**config.mk**
```make
export PLATFORM = sky130hd
export DESIGN_NAME = logic_axi4_stream_to_avalon_st_multichannel
export DESIGN_NICKNAME = d
export VERILOG_FILES = /design/src/rtl/logic_axi4_stream_to_avalon_st_multichannel.sv
export SDC_FILE = /design/constraint.sdc
export NUM_CORES = 1
export LEC_CHECK = 0
export BUFFER_PORTS_ARGS = -buffer_cell sky130_fd_sc_hd__buf_2
export CORE_MARGIN = 5
export CORE_UTILIZATION = 55
export DETAILED_ROUTE_END_ITERATION = 12
export GPL_TIMING_DRIVEN = 0
export PLACE_DENSITY = 0.8
export SLEW_MARGIN = 20
export SYNTH_ARGS = -nofsm -noshare
export SYNTH_HDL_FRONTEND = slang
export SYNTH_SLANG_ARGS = --single-unit
```
**constraint.sdc**
```tcl
create_clock -name aclk -period 11.9 [get_ports aclk]
set_input_delay 2.38 -clock aclk [delete_from_list [all_inputs] [get_ports aclk]]
set_output_delay 2.38 -clock aclk [all_outputs]
set_load 0.005 [all_outputs]
```
**src/rtl/logic_axi4_stream_to_avalon_st_multichannel.sv**
```systemverilog
`default_nettype none
// ============================================================================
// Module      : logic_axi4_stream_to_avalon_st_multichannel
// Description : AXI4-Stream (interleaved TID channels) to Avalon-ST bridge
//               with a 2-entry skid FIFO and per-channel SOP tracking.
// Revision    : 1.0 - initial release
// ============================================================================
module logic_axi4_stream_to_avalon_st_multichannel #(
    parameter int TDATA_BYTES = 4,
    parameter int TID_WIDTH   = 2,
    parameter int TUSER_WIDTH = 1,
    parameter int ERROR_WIDTH = 2,
    parameter int EMPTY_WIDTH = (TDATA_BYTES < 2) ? 1 : $clog2(TDATA_BYTES)
) (
    input  logic                       aclk,
    input  logic                       areset,
    input  logic                       rx_tvalid,
    output logic                       rx_tready,
    input  logic [TDATA_BYTES*8-1:0]   rx_tdata,
    input  logic [TDATA_BYTES-1:0]     rx_tkeep,
    input  logic                       rx_tlast,
    input  logic [TID_WIDTH-1:0]       rx_tid,
    input  logic [TUSER_WIDTH-1:0]     rx_tuser,
    output logic                       tx_valid,
    input  logic                       tx_ready,
    output logic [TDATA_BYTES*8-1:0]   tx_data,
    output logic                       tx_startofpacket,
    output logic                       tx_endofpacket,
    output logic [TID_WIDTH-1:0]       tx_channel,
    output logic [ERROR_WIDTH-1:0]     tx_error,
    output logic [EMPTY_WIDTH-1:0]     tx_empty
);

    localparam int c_DATA_W   = TDATA_BYTES * 8;
    localparam int c_CHANNELS = 1 << TID_WIDTH;
    localparam int c_ENT_W    = c_DATA_W + TID_WIDTH + ERROR_WIDTH + EMPTY_WIDTH + 2;
    localparam logic [EMPTY_WIDTH-1:0] c_BYTES_E     = EMPTY_WIDTH'(TDATA_BYTES);
    localparam logic [EMPTY_WIDTH-1:0] c_EMPTY_SAT   = EMPTY_WIDTH'(TDATA_BYTES - 1);
    localparam logic [TDATA_BYTES-1:0] c_KEEP_ONE    = TDATA_BYTES'(1);

    logic [c_ENT_W-1:0]     r_mem [2];
    logic                   r_wr_ptr;
    logic                   r_rd_ptr;
    logic [1:0]             r_count;
    logic                   r_ready;
    logic [c_CHANNELS-1:0]  r_in_packet;

    logic                   w_accept;
    logic                   w_null;
    logic                   w_push;
    logic                   w_pop;
    logic [1:0]             w_count_next;
    logic [c_DATA_W-1:0]    w_data;
    logic [EMPTY_WIDTH:0]   w_ones;
    logic [EMPTY_WIDTH-1:0] w_empty;
    logic [TDATA_BYTES-1:0] w_keep_p1;
    logic [ERROR_WIDTH-1:0] w_err;
    logic                   w_sop;
    logic [c_ENT_W-1:0]     w_entry;

    assign w_accept = rx_tvalid & r_ready;
    assign w_null   = ~(|rx_tkeep) & ~rx_tlast;
    assign w_push   = w_accept & ~w_null;
    assign w_pop    = (r_count != 2'd0) & tx_ready;

    always_comb begin
        w_count_next = r_count;
        case ({w_push, w_pop})
            2'b10:   w_count_next = r_count + 2'd1;
            2'b01:   w_count_next = r_count - 2'd1;
            default: w_count_next = r_count;
        endcase
    end

    // Beat formatting happens at acceptance so the FIFO holds ready-to-send Avalon beats
    always_comb begin
        w_data = '0;
        w_ones = '0;
        for (int i = 0; i < TDATA_BYTES; i++) begin
            w_data[(TDATA_BYTES-1-i)*8 +: 8] = rx_tdata[i*8 +: 8];
            w_ones = w_ones + {{EMPTY_WIDTH{1'b0}}, rx_tkeep[i]};
        end

        w_empty = '0;
        if (rx_tlast) begin
            if (w_ones == '0)
                w_empty = c_EMPTY_SAT;
            else
                w_empty = c_BYTES_E - w_ones[EMPTY_WIDTH-1:0];
        end

        // keep is contiguous from byte 0 exactly when keep & (keep+1) == 0
        w_keep_p1 = rx_tkeep + c_KEEP_ONE;
        w_err     = '0;
        w_err[0]  = |rx_tuser;
        if (rx_tlast)
            w_err[1] = (rx_tkeep == '0) | ((rx_tkeep & w_keep_p1) != '0);
        else
            w_err[1] = ~(&rx_tkeep);

        w_sop   = ~r_in_packet[rx_tid];
        w_entry = {w_data, rx_tid, w_err, w_empty, w_sop, rx_tlast};
    end

    always_ff @(posedge aclk) begin
        if (areset) begin
            r_mem[0]    <= '0;
            r_mem[1]    <= '0;
            r_wr_ptr    <= 1'b0;
            r_rd_ptr    <= 1'b0;
            r_count     <= 2'd0;
            r_ready     <= 1'b0;
            r_in_packet <= '0;
        end else begin
            if (w_push) begin
                r_mem[r_wr_ptr]     <= w_entry;
                r_wr_ptr            <= ~r_wr_ptr;
                r_in_packet[rx_tid] <= ~rx_tlast;
            end
            if (w_pop)
                r_rd_ptr <= ~r_rd_ptr;
            r_count <= w_count_next;
            r_ready <= (w_count_next != 2'd2);
        end
    end

    assign rx_tready = r_ready;
    assign tx_valid  = (r_count != 2'd0);
    assign {tx_data, tx_channel, tx_error, tx_empty, tx_startofpacket, tx_endofpacket} = r_mem[r_rd_ptr];

endmodule
`default_nettype wire

```
# Word-level counts from Yosys, hierarchy flattened
# Memory sizes are Yosys's and may differ from the RTL's. A register that Yosys moved wholly into a read port is not among the register bits.
# Index checks and enable logic that the tools add are counted.
op_classes:
  addsub: 7
  n_lt_le_gt_ge: 2
  n_eq_ne: 3
  muxes: 19
  n_bitwise: 13
  n_reduce_logical: 8
op_table:
  columns: ["operator", "count"]
  rows:
  - ["40-bit 2-to-1 mux", 1]
  - ["40-bit OR reduction", 1]
  - ["1-bit 2-to-1 mux", 12]
  - ["1-bit inverter", 7]
  - ["4-bit by 1-bit adder with 4-bit output (second input constant)", 1]
  - ["1-bit AND", 4]
  - ["4-bit AND", 1]
  - ["4-bit bitwise mux", 1]
  - ["4-bit logical NOT", 1]
  - ["2-bit 2-to-1 mux", 2]
  - ["2-bit one-hot mux with 2 select lines", 1]
  - ["4-bit AND reduction", 1]
  - ["4-bit nonzero test", 1]
  - ["4-bit OR reduction", 1]
  - ["2-bit by 1-bit adder with 3-bit output", 1]
  - ["3-bit by 1-bit adder with 3-bit output", 1]
  - ["3-bit logical NOT", 1]
  - ["2-bit by 3-bit < comparator with 1-bit output (second input constant)", 1]
  - ["1-bit by 1-bit adder with 2-bit output", 1]
  - ["2-bit by 1-bit adder with 2-bit output (second input constant)", 1]
  - ["1-bit binary-select mux with 2-bit select", 1]
  - ["1-bit demux with 2-bit select", 1]
  - ["2-bit by 1-bit == test with 1-bit output (second input constant)", 1]
  - ["2-bit == test (second input constant)", 1]
  - ["other kinds (7)", 7]
totals:
  ff_bits: 9
  mem_bits_rw: 80
  input_bits: 44
  elab_cells: 58
  mem_count: 1
mem_list:
  columns: ["memory", "depth", "word_bits", "rd", "rd_ports_with_merged_regs", "write_ports", "line", "source"]
  rows:
  - ["r_mem", 2, 40, 1, 1, 2, "41", "logic [c_ENT_W-1:0] r_mem [2];"]

# Depth between registers and ports, before layout
# Gate-level depths: netlist of the first run.
logic_depth:
  ltp_word: 10
  depth_mapped: 10
  mapped_depth_nobuf: 10

# Worst setup path before layout of the first run
# No wires, ideal clock.
synth_path:
  path_kind: "input to register"
  startpoint: "input rx_tkeep[0]"
  endpoint: "memory r_mem[0][0] in the netlist's numbering (enable)"
  setup_time_ns: 0.446
  arrival_ns: 4.954
  required_ns: 11.454
  slack_ns: 6.500
  cell_stages: 6
  n_path_buf: 0
  path_cell_list: "inv_1 -> ha_1 -> or4b_4 -> and2_1 -> inv_1 -> o21bai_1"
synth_lines:
  columns: ["item", "line", "source"]
  rows:
  - ["from (decl)", "20", "input logic [TDATA_BYTES-1:0] rx_tkeep,"]
  - ["to (decl)", "41", null]

==> results.md, run 1 <==
- RD Place Congestion: 0.789
- CP Cell Sequence: clkbuf_1 -> mux2_2 -> buf_2
- Crit path time final: 4.18 ns
- Synthesized cell area: 4200 um2
- Via count: 2813
- Proportion of layout cells with a drive suffix above 1: 0.379
- Cts bufs inserted: 9
- Slew Viols, Final: 0
- Kind of critical path: reg -> out
- Die height: 97.4 um
- Post-CTS Resized: 0
- Dpl hpwl: 5870 um
- Largest net degree at the start of global routing: 31
- Clock Sinks: 90
- Status: finished clean
- Relative slew slack: 0.533
- GRT Util Overall: 0.179
- Initial antenna violation count: 0
- Final Skew: 0.0130 ns
- Final ANT Viol Nets: 0
- CP Capture Type: primary output
- WP data required: 9.52 ns
- Ys Warns: 0
- Syn Inst Count: 307
- Pre-antenna DRT Iters: 6
- Wire per inst: 16.5 um
- Hold Path Stages: 2
- Max Clock Freq: 239 MHz
- Synth-to-Final Area Change: 19.6%
- Final setup vio count: 0
- CTS clk-pin slew, worst paths: 0.10 ns
- WL final: 8390 um
- Via/cell ratio: 5.54
- Final-stage net count: 456
- Core area: 7330 um2
- Syn Nets: 359
- Final Cycle Share: 0.351
- Post CTS Setup Buffer Count: 0
- Max-cap violations: 0
- Initial Util: 0.573
- Final Cell Area: 5020 um2
- Maximum vdd drop: 0.0703 mV
- GR Overflow Total: 0
- Predominant post-synthesis flop cell: edfxtp_1
- # diodes: 0
- Final Hold Fails: 0
- Data arrival, critical path: 1.80 ns
- Row count: 31
- Crit path launch type: flip-flop
- Hold EP: r_in_packet[3]$_SDFFE_PP0P_
- RSZ-0062 raised after global routing: no
- Post-synthesis sequential area ratio: 0.620
- Clk buf depth: 2
- Synthesized area per cell: 13.7 um2
- TritonCTS clock tree: yes
- Clk_lat worst skew: 0.36 ns
- Share of synthesized registers carrying an async set or reset: 0
- Reg2Reg Depth: 5
- Critical-path top delay cell: clkbuf_1
- Post-route setup TNS: 0 ns
- Global-route wire length before repair: 13600 um
- Worst-Margin Slew: 0.690 ns
- Die width: 97.4 um
- # DRC: 0
- Hold_buf cts: 0
- Crit Reg-Reg Startpoint: rx_tready$_SDFF_PP0_
- R2R setup slack: 9.83 ns
- CP max FO: 10
- CTS Root Cell: clkbuf_8
- H-tree Lvls: 3
- Leakage Power: 2.33 nW
- Worst min-delay path startpoint: r_in_packet[3]$_SDFFE_PP0P_
- Placed instance area: 4800 um2
- IO buf count: 84
- CP max stage delay: 0.47 ns
- FF+latch area: 2600 um2
- Distinct cells, synth: 37
- Pwr/cell area: 161 nW/um2
- Reg2reg end: r_mem[0][19]$_SDFFCE_PN0P_
- Initial DRC Count: 129
- Die area: 9480 um2
- EDFF count, synth: 80
- FF+latch count, synth: 90
- Min-Delay Path Class: reg -> reg
- Boundary pin count: 86
- Vias in the first global route: 2801
- Area taken by multi-input logic gates: 1430 um2
- Layout fillers: 539
==> kinds of logic (layout without fill, tap and decap cells) <==
family          after synthesis  count (layout)  share of synthesized area
compound gates               17              17                     0.0229
xor+xnor                      4               4                    0.00834
fa+ha+maj                     8               8                     0.0256
buf+inv                      32             134                     0.0429
flops                        90              90                      0.620
mux                          42              42                      0.115
simple gates                114             114                      0.166
==> stage by stage <==
stage | utilization | hold WS [ns] | total power (W) | worst slack, ns | instances
2_1_floorplan | - | 0.450 | 0.000514 | 6.50 | 307
3_3_place_gp | 0.647 | 0.461 | 0.000585 | 5.31 | 490
3_5_place_dp | 0.655 | 0.475 | 0.000592 | 7.39 | 492
4_1_cts | 0.685 | 0.486 | 0.000815 | 7.68 | 508
5_1_grt | 0.685 | 0.516 | 0.000851 | 7.58 | 508
6_report | 0.685 | 0.483 | 0.000811 | 7.72 | 508
==> cells in the mapped netlist (2+ instances only) <==
library cell	instances	area share
edfxtp_1	80	0.57
and3_1	70	0.10
mux2_2	40	0.11
nor2_1	14	0.013
clkbuf_1	11	0.0098
dfxtp_1	10	0.048
inv_1	10	0.0089
buf_6	8	0.021
ha_1	7	0.021
a21oi_1	6	0.0071
o21ai_0	6	0.0071
nand3_1	5	0.0060
nand4b_1	4	0.0083
or3_1	4	0.0060
buf_1	3	0.0027
nor2b_1	3	0.0045
and2_1	2	0.0030
nand2_1	2	0.0018
nor3_1	2	0.0024
xnor2_1	2	0.0042
xor2_1	2	0.0042
==> sequential cells by signal, summed over array words and instances (netlist names), named ones only <==
register	flops
r_mem	80
r_in_packet	4
r_count	2
r_rd_ptr	1
r_wr_ptr	1
rx_tready	1
==> cells in the final DEF, fill, tap and decap left out, types with 5 or more instances in the layout <==
cell type  instances
a21oi_1            6
and3_1            70
buf_2             84
buf_6              8
clkbuf_1          12
clkbuf_8           9
dfxtp_1           10
edfxtp_1          80
ha_1               7
inv_1             10
mux2_2            40
nand3_1            5
nor2_1            14
o21ai_0            6
==> worst max-delay path by stage <==
stage | cells past startpoint | startpoint | to
2_1_floorplan | 6 | rx_tkeep[0] | r_mem[0][0]$_SDFFCE_PN0P_
3_3_place_gp | 7 | rx_tkeep[0] | r_mem[0][25]$_SDFFCE_PN0P_
3_5_place_dp | 9 | rx_tkeep[0] | r_count[1]$_SDFF_PP0_
4_1_cts | 3 | flip-flop | tx_endofpacket
5_1_grt | 10 | rx_tkeep[0] | r_count[1]$_SDFF_PP0_
6_report | 3 | flip-flop | tx_endofpacket
==> cell type report <==
class	count	area share
flip-flops and latches	90	0.518
well taps	99	0.0247
multi-input cells	185	0.285
inverters	10	0.00747
plain buffers	22	0.0284
repair buffers	86	0.0932
clock inverters	6	0.0179
clock buffers	10	0.0254
==> power by group <==
| part | total, W | internal [W] | switching (W) |
|---|---|---|---|
| registers | 0.000394 | 0.000379 | 0.0000149 |
| logic | 0.000189 | 0.0000979 | 0.0000909 |
| clock network | 0.000228 | 0.000120 | 0.000108 |
==> worst max-delay path: cells and delay by family (launching register included) <==
family	cells	cell delay [ns]
buf+inv	2	0.60
flops	1	0.41
mux	1	0.42
==> layer usage <==
| metal | GRT usage | vias to the layer above | wire, um |
|---|---|---|---|
| met3 | 0.0402 | 11 | 425 |
| met5 | 0 | - | 0 |
| met2 | 0.302 | 79 | 4190 |
| met1 | 0.230 | 1379 | 3650 |
| li1 | - | 1344 | - |
| met4 | 0.0575 | 0 | 119 |
Note: power is estimated with default switching activity, not from simulation.
==> inputs of run 2 (changes only) <==
- CORE_UTILIZATION: 55 -> 49
- PLACE_DENSITY: 0.8 -> 0.75
- clock period: 11.9 -> 3.35 ns (I/O delays scaled with it)
==> run 2 against run 1 <==
  * Critical path depth did not move
  * Sequential power rose to 3.6 times the previous value
  * Largest cell class unchanged
  * Count of clock-buffer cells in the layout did not move
==> results.md, run 2 (synthesis gave the netlist of run 1 again) <==
- Kind of critical path: reg -> out
- Pwr/cell area: 561 nW/um2
- Clk buf depth: 2
- Most frequent cells in the layout: buf_2, edfxtp_1, and3_1
- Clk_lat worst skew: 0.35 ns
- Vias in the first global route: 2909
- WL final: 8980 um
- Die width: 103 um
- Row count: 33
- Crit Reg-Reg Startpoint: rx_tready$_SDFF_PP0_
- Max Clock Freq: 403 MHz
- Largest net degree at the start of global routing: 25
- Final Util: 0.602
- Boundary pin count: 86
- Leakage Power: 2.32 nW
- Commonest non-fill, non-tap cell in the layout: buf_2
- Synth-to-Final Area Change: 19.0%
- Post-CTS Resized: 0
- Via count: 2814
- Max-cap violations: 0
- Via/cell ratio: 5.47
- # DRC: 0
- Pre-antenna DRT Iters: 4
- Core area: 8300 um2
- Crit path time final: 2.48 ns
- Hold EP: r_in_packet[2]$_SDFFE_PP0P_
- CTS clk-pin slew, worst paths: 0.09 ns
- Crit path launch type: flip-flop
- Global-route wire length before repair: 14200 um
- CP max stage delay: 0.50 ns
- Min-Delay Path Class: reg -> reg
- Final-stage net count: 456
- Placed instance area: 4800 um2
- CP max FO: 10
- Die area: 10500 um2
- Slew Viols, Final: 0
- Proportion of layout cells with a drive suffix above 1: 0.379
- Final Cell Area: 5000 um2
- Critical-path top delay cell: clkbuf_1
- Final ANT Viol Nets: 0
- Hold Path Stages: 2
- # diodes: 0
- Cts bufs inserted: 9
- Wire per inst: 17.5 um
- Biggest register: r_mem
- Final setup vio count: 0
- Reg2reg end: r_mem[0][20]$_SDFFCE_PN0P_
- Initial Util: 0.506
- Final Hold Fails: 0
- Overall power: 0.00281 W
- R2R setup slack: 1.25 ns
- Maximum vdd drop: 0.327 mV
- Layout fillers: 685
- Die height: 103 um
- RD Place Congestion: 0.810
- Dpl hpwl: 6170 um
- TritonCTS clock tree: yes
- Initial DRC Count: 95
- RSZ-0062 raised after global routing: no
- Hold_buf cts: 0
- CP Capture Type: primary output
- WP data required: 2.68 ns
- Worst-Margin Slew: 0.688 ns
- Clock Sinks: 90
- CP Cell Sequence: clkbuf_1 -> mux2_2 -> buf_2
- Data arrival, critical path: 1.81 ns
- H-tree Lvls: 3
- Final Cycle Share: 0.740
- Relative slew slack: 0.535
- Status: finished clean
- Initial antenna violation count: 0
- IO buf count: 84
- CTS Root Cell: clkbuf_8
- Largest regs: r_mem (80), r_in_packet (4), r_count (2)
- Reg2Reg Depth: 5
- Worst min-delay path startpoint: r_in_packet[2]$_SDFFE_PP0P_
- Largest register FFs: 80
- GR Overflow Total: 0
- Final Skew: 0.0107 ns
- GRT Util Overall: 0.178
- Post CTS Setup Buffer Count: 0
[run 2: changes by cell type in the layout (fill, tap and decap cells not counted), sizes merged]
cell	before	now
clkinv	1	4
inv	12	11
bufinv	2	1
clkinvlp	1	0
[run 2: worst max path at each step]
stage | cells past startpoint | endpoint | slack (ns)
2_1_floorplan | 6 | r_mem[0][0]$_SDFFCE_PN0P_ | 0.51
3_3_place_gp | 7 | r_mem[0][26]$_SDFFCE_PN0P_ | -0.26
3_5_place_dp | 9 | r_count[1]$_SDFF_PP0_ | 0.55
4_1_cts | 3 | tx_data[31] | 0.84
5_1_grt | 3 | tx_empty[0] | 0.77
6_report | 3 | tx_data[31] | 0.87
[run 2: area by class of cell]
class / instances / area, um2 / area share
buffer: 22 / 143 / 0.0285
clock buffer: 10 / 128 / 0.0255
clock inverter: 6 / 66.3 / 0.0133
inverter: 10 / 37.5 / 0.00751
multi-input combinational: 185 / 1430 / 0.286
sequential: 90 / 2600 / 0.521
tap: 105 / 131 / 0.0263
timing repair buffer: 86 / 460 / 0.0921
[run 2: critical path: cells and delay by family (launching register included)]
kind	cells	cell delay, ns
muxes	1	0.42
DFF	1	0.41
buffers and inverters	2	0.63
[run 2: metrics by stage]
step	setup WS, ns	TNS, ns	std cells	hold slack (ns)
after floorplan	0.508	0	307	0.450
after global placement	-0.256	-10.16	496	0.461
after detailed placement	0.550	0	498	0.474
after CTS	0.837	0	514	0.487
after global routing	0.766	0	514	0.513
final	0.871	0	514	0.485
[run 2: metal layers]
layer  GRT usage  share of wire
met1       0.219           0.40
met2       0.316           0.52
met3      0.0318          0.062
met4      0.0605          0.017
met5           0              0
[run 2: where the power goes]
group          internal, W  switching (W)  leakage (nW)
clock network     0.000348       0.000384         0.101
logic             0.000345       0.000329          1.30
registers          0.00135      0.0000533         0.920
==> inputs of run 3 (changes only) <==
- ABC_AREA: not set -> 1
- CORE_UTILIZATION: 49 -> 55
- PLACE_DENSITY: 0.75 -> 0.8
- clock period: 3.35 -> 2.3 ns (I/O delays scaled with it)
==> run 3 against run 2 <==
  * Via count fell by 0.78%
  * Synthesized area fell by 0.74%
  * Flip-flop and latch count did not move
  * Sequential share of layout area rose by 0.71 points
  * Die area fell by 10%
  * Final area fell by 1.4%
  * Total power rose by 50%
  * Clock power rose by 49%
==> results.md, run 3 <==
- Status: finished clean
- Min-Delay Path Class: in -> reg
- Final Hold Fails: 0
- Post-Synth Simple-Gate Area: 0.145
- Initial Util: 0.569
- Hold_buf cts: 0
- Post-synthesis xor/xnor area fraction: 0.00210
- CP Cell Sequence: buf_2 -> inv_1 -> fa_1 -> inv_1 -> ha_1 -> ha_1 -> inv_1 -> ha_1 -> o21ai_1 -> nor2_1
- Row count: 31
- # DRC: 0
- Vias in the first global route: 2908
- Compound-gate portion of the synthesized area: 0.0102
- Top cells by area, synth: edfxtp_1, mux2_2, nor2_1
- Pwr/cell area: 851 nW/um2
- GR Overflow Total: 0
- Worst path top cell family by delay: adder cells
- Core area: 7330 um2
- Stages on worst setup path: 10
- CP Capture Type: flip-flop
- Clk_lat worst skew: 0.34 ns
- Die height: 97.1 um
- Initial DRC Count: 66
- Predominant post-synthesis flop cell: edfxtp_1
- FF+latch count, synth: 90
- CP max stage delay: 0.53 ns
- Syn Nets: 419
- Boundary pin count: 86
- Ys Warns: 0
- Pre-antenna DRT Iters: 4
- Layout fillers: 583
- H-tree Lvls: 3
- Clk buf depth: 2
- Dpl hpwl: 5470 um
- Clock Sinks: 90
- Global-route wire length before repair: 13400 um
- IO buf count: 84
- Proportion of layout cells with a drive suffix above 1: 0.362
- Critical-path top delay cell: fa_1
- Synth top cells by count: nor2_1, edfxtp_1, inv_1
- Cts bufs inserted: 9
- Largest regs: r_mem (80), r_in_packet (4), r_count (2)
- Wire per inst: 14.0 um
- Hold EP: r_count[1]$_SDFF_PP0_
- Post-synthesis sequential area ratio: 0.624
- Syn Inst Count: 367
- Final ANT Viol Nets: 0
- Largest register FFs: 80
- Final-stage net count: 514
- EDFF count, synth: 80
- Crit Reg-Reg Startpoint: rx_tready$_SDFF_PP0_
- Die width: 97.1 um
- Maximum vdd drop: 0.631 mV
- CTS clk-pin slew, worst paths: 0.09 ns
- Fin worst setup slack: 0.138 ns
- Crit path time final: 2.16 ns
- Kind of critical path: in -> reg
- Slew Viols, Final: 0
- Count leader, synth: nor2_1
- R2R setup slack: 0.42 ns
- WP data required: 2.40 ns
- Synthesized cell area: 4170 um2
- Biggest register: r_mem
- Buffer and inverter count on the worst path: 4
- Synth-to-Final Area Change: 18.3%
- Final Skew: 0.00754 ns
- Leakage Power: 2.30 nW
- Mux contribution to synthesized area: 0.108
- Distinct cells, synth: 22
- Final Util: 0.673
- Via count: 2792
- Most frequent cells in the layout: buf_2, nor2_1, edfxtp_1
- RSZ-0062 raised after global routing: no
- Initial antenna violation count: 0
- TritonCTS clock tree: yes
- GRT Util Overall: 0.177
- Largest family of logic cells by synthesized area: simple AND/OR/NAND/NOR gates
- Final setup vio count: 0
- Via/cell ratio: 4.93
- CP max FO: 3
- Share of synthesized registers carrying an async set or reset: 0
- Final Cycle Share: 0.940
- Hold Path Stages: 2
- Relative slew slack: 0.621
- CTS Root Cell: clkbuf_8
- Data arrival, critical path: 2.26 ns
- # diodes: 0
- RD Place Congestion: 0.740
- Largest net degree at the start of global routing: 41
- Reg2Reg Depth: 6
- Synthesized area per cell: 11.4 um2
- Worst-Margin Slew: 0.569 ns
- Post-synth top area share: 0.576
- Worst min-delay path startpoint: areset
- Post-Synth Adder-Cell Area: 0.0258
- WL final: 7920 um
- Commonest non-fill, non-tap cell in the layout: buf_2
- Die area: 9420 um2
- Cell taking the most area after synthesis: edfxtp_1
- Crit path launch type: primary input
- Max Clock Freq: 462 MHz
- Dpl ws: -0.491 ns
- Reg2reg end: r_mem[0][3]$_SDFFCE_PN0P_
- Max-cap violations: 0
==> run 3: report_power, final <==
group	internal, W	total, W	leakage (nW)	switching, W
combinational	0.000494	0.00104	1.29	0.000549
sequential	0.00200	0.00207	0.914	0.0000631
clock	0.000536	0.00109	0.0922	0.000551
==> run 3: per-layer routing <==
metal  wire length, um  up-vias  share of wire  GRT usage
met4                71        0         0.0090     0.0594
met2              4100       95           0.52      0.311
met1              3180     1314           0.40      0.205
li1                  -     1375              -          -
met5                 0        -              0          0
met3               572        8          0.072     0.0581
==> run 3: cell families after synthesis <==
kind of cell | Yosys count
AOI/OAI and AO/OA | 8
xor gates and xnor gates | 1
DFF | 90
adders and majority gates | 8
muxes | 40
and+or+nand+nor | 140
buffers and inverters | 80
==> run 3: timing repair <==
action	CTS	global route
resized for setup	2	0
endpoints found under the setup margin	80	0
setup buffers	0	0
==> run 3: worst max-delay path by stage <==
| stage | from | to | slack, ns |
|---|---|---|---|
| 2_1_floorplan | rx_tkeep[0] | r_mem[1][3]$_SDFFCE_PN0P_ | 0.01 |
| 6_report | rx_tkeep[0] | r_mem[1][3]$_SDFFCE_PN0P_ | 0.14 |
| 4_1_cts | rx_tkeep[0] | r_mem[1][3]$_SDFFCE_PN0P_ | 0.14 |
| 3_5_place_dp | rx_tkeep[0] | r_mem[1][15]$_SDFFCE_PN0P_ | -0.49 |
| 5_1_grt | rx_tkeep[0] | r_mem[1][3]$_SDFFCE_PN0P_ | 0.09 |
| 3_3_place_gp | rx_tkeep[0] | r_mem[1][14]$_SDFFCE_PN0P_ | -0.44 |
==> run 3: layout make-up <==
| cell class | instances | area (um2) | share of cell area |
|---|---|---|---|
| clock buffers | 11 | 141 | 0.0287 |
| clock inverters | 5 | 61.3 | 0.0124 |
| flip-flops and latches | 90 | 2600 | 0.528 |
| inverters | 64 | 240 | 0.0487 |
| repair buffers | 84 | 420 | 0.0853 |
| multi-input cells | 197 | 1230 | 0.249 |
| plain buffers | 16 | 113 | 0.0228 |
| well taps | 99 | 124 | 0.0251 |
==> run 3: stage by stage <==
step / total power [W] / setup TNS (ns) / cells / hold slack, ns / cell area, um2
6_report: 0.00420 / 0 / 566 / 0.277 / 4930
5_1_grt: 0.00444 / 0 / 566 / 0.242 / 4930
4_1_cts: 0.00423 / 0 / 566 / 0.259 / 4930
3_5_place_dp: 0.00316 / -37.38 / 550 / 0.477 / 4720
3_3_place_gp: 0.00312 / -32.38 / 550 / 0.471 / 4720
2_1_floorplan: 0.00276 / 0 / 367 / 0.457 / 4170
==> run 3: worst reg2reg max path: cells and delay by family, from the launching register on <==
| kind | cells | cell delay [ns] |
|---|---|---|
| buffers and inverters | 3 | 0.49 |
| DFF | 1 | 0.34 |
| and+or+nand+nor | 3 | 0.68 |
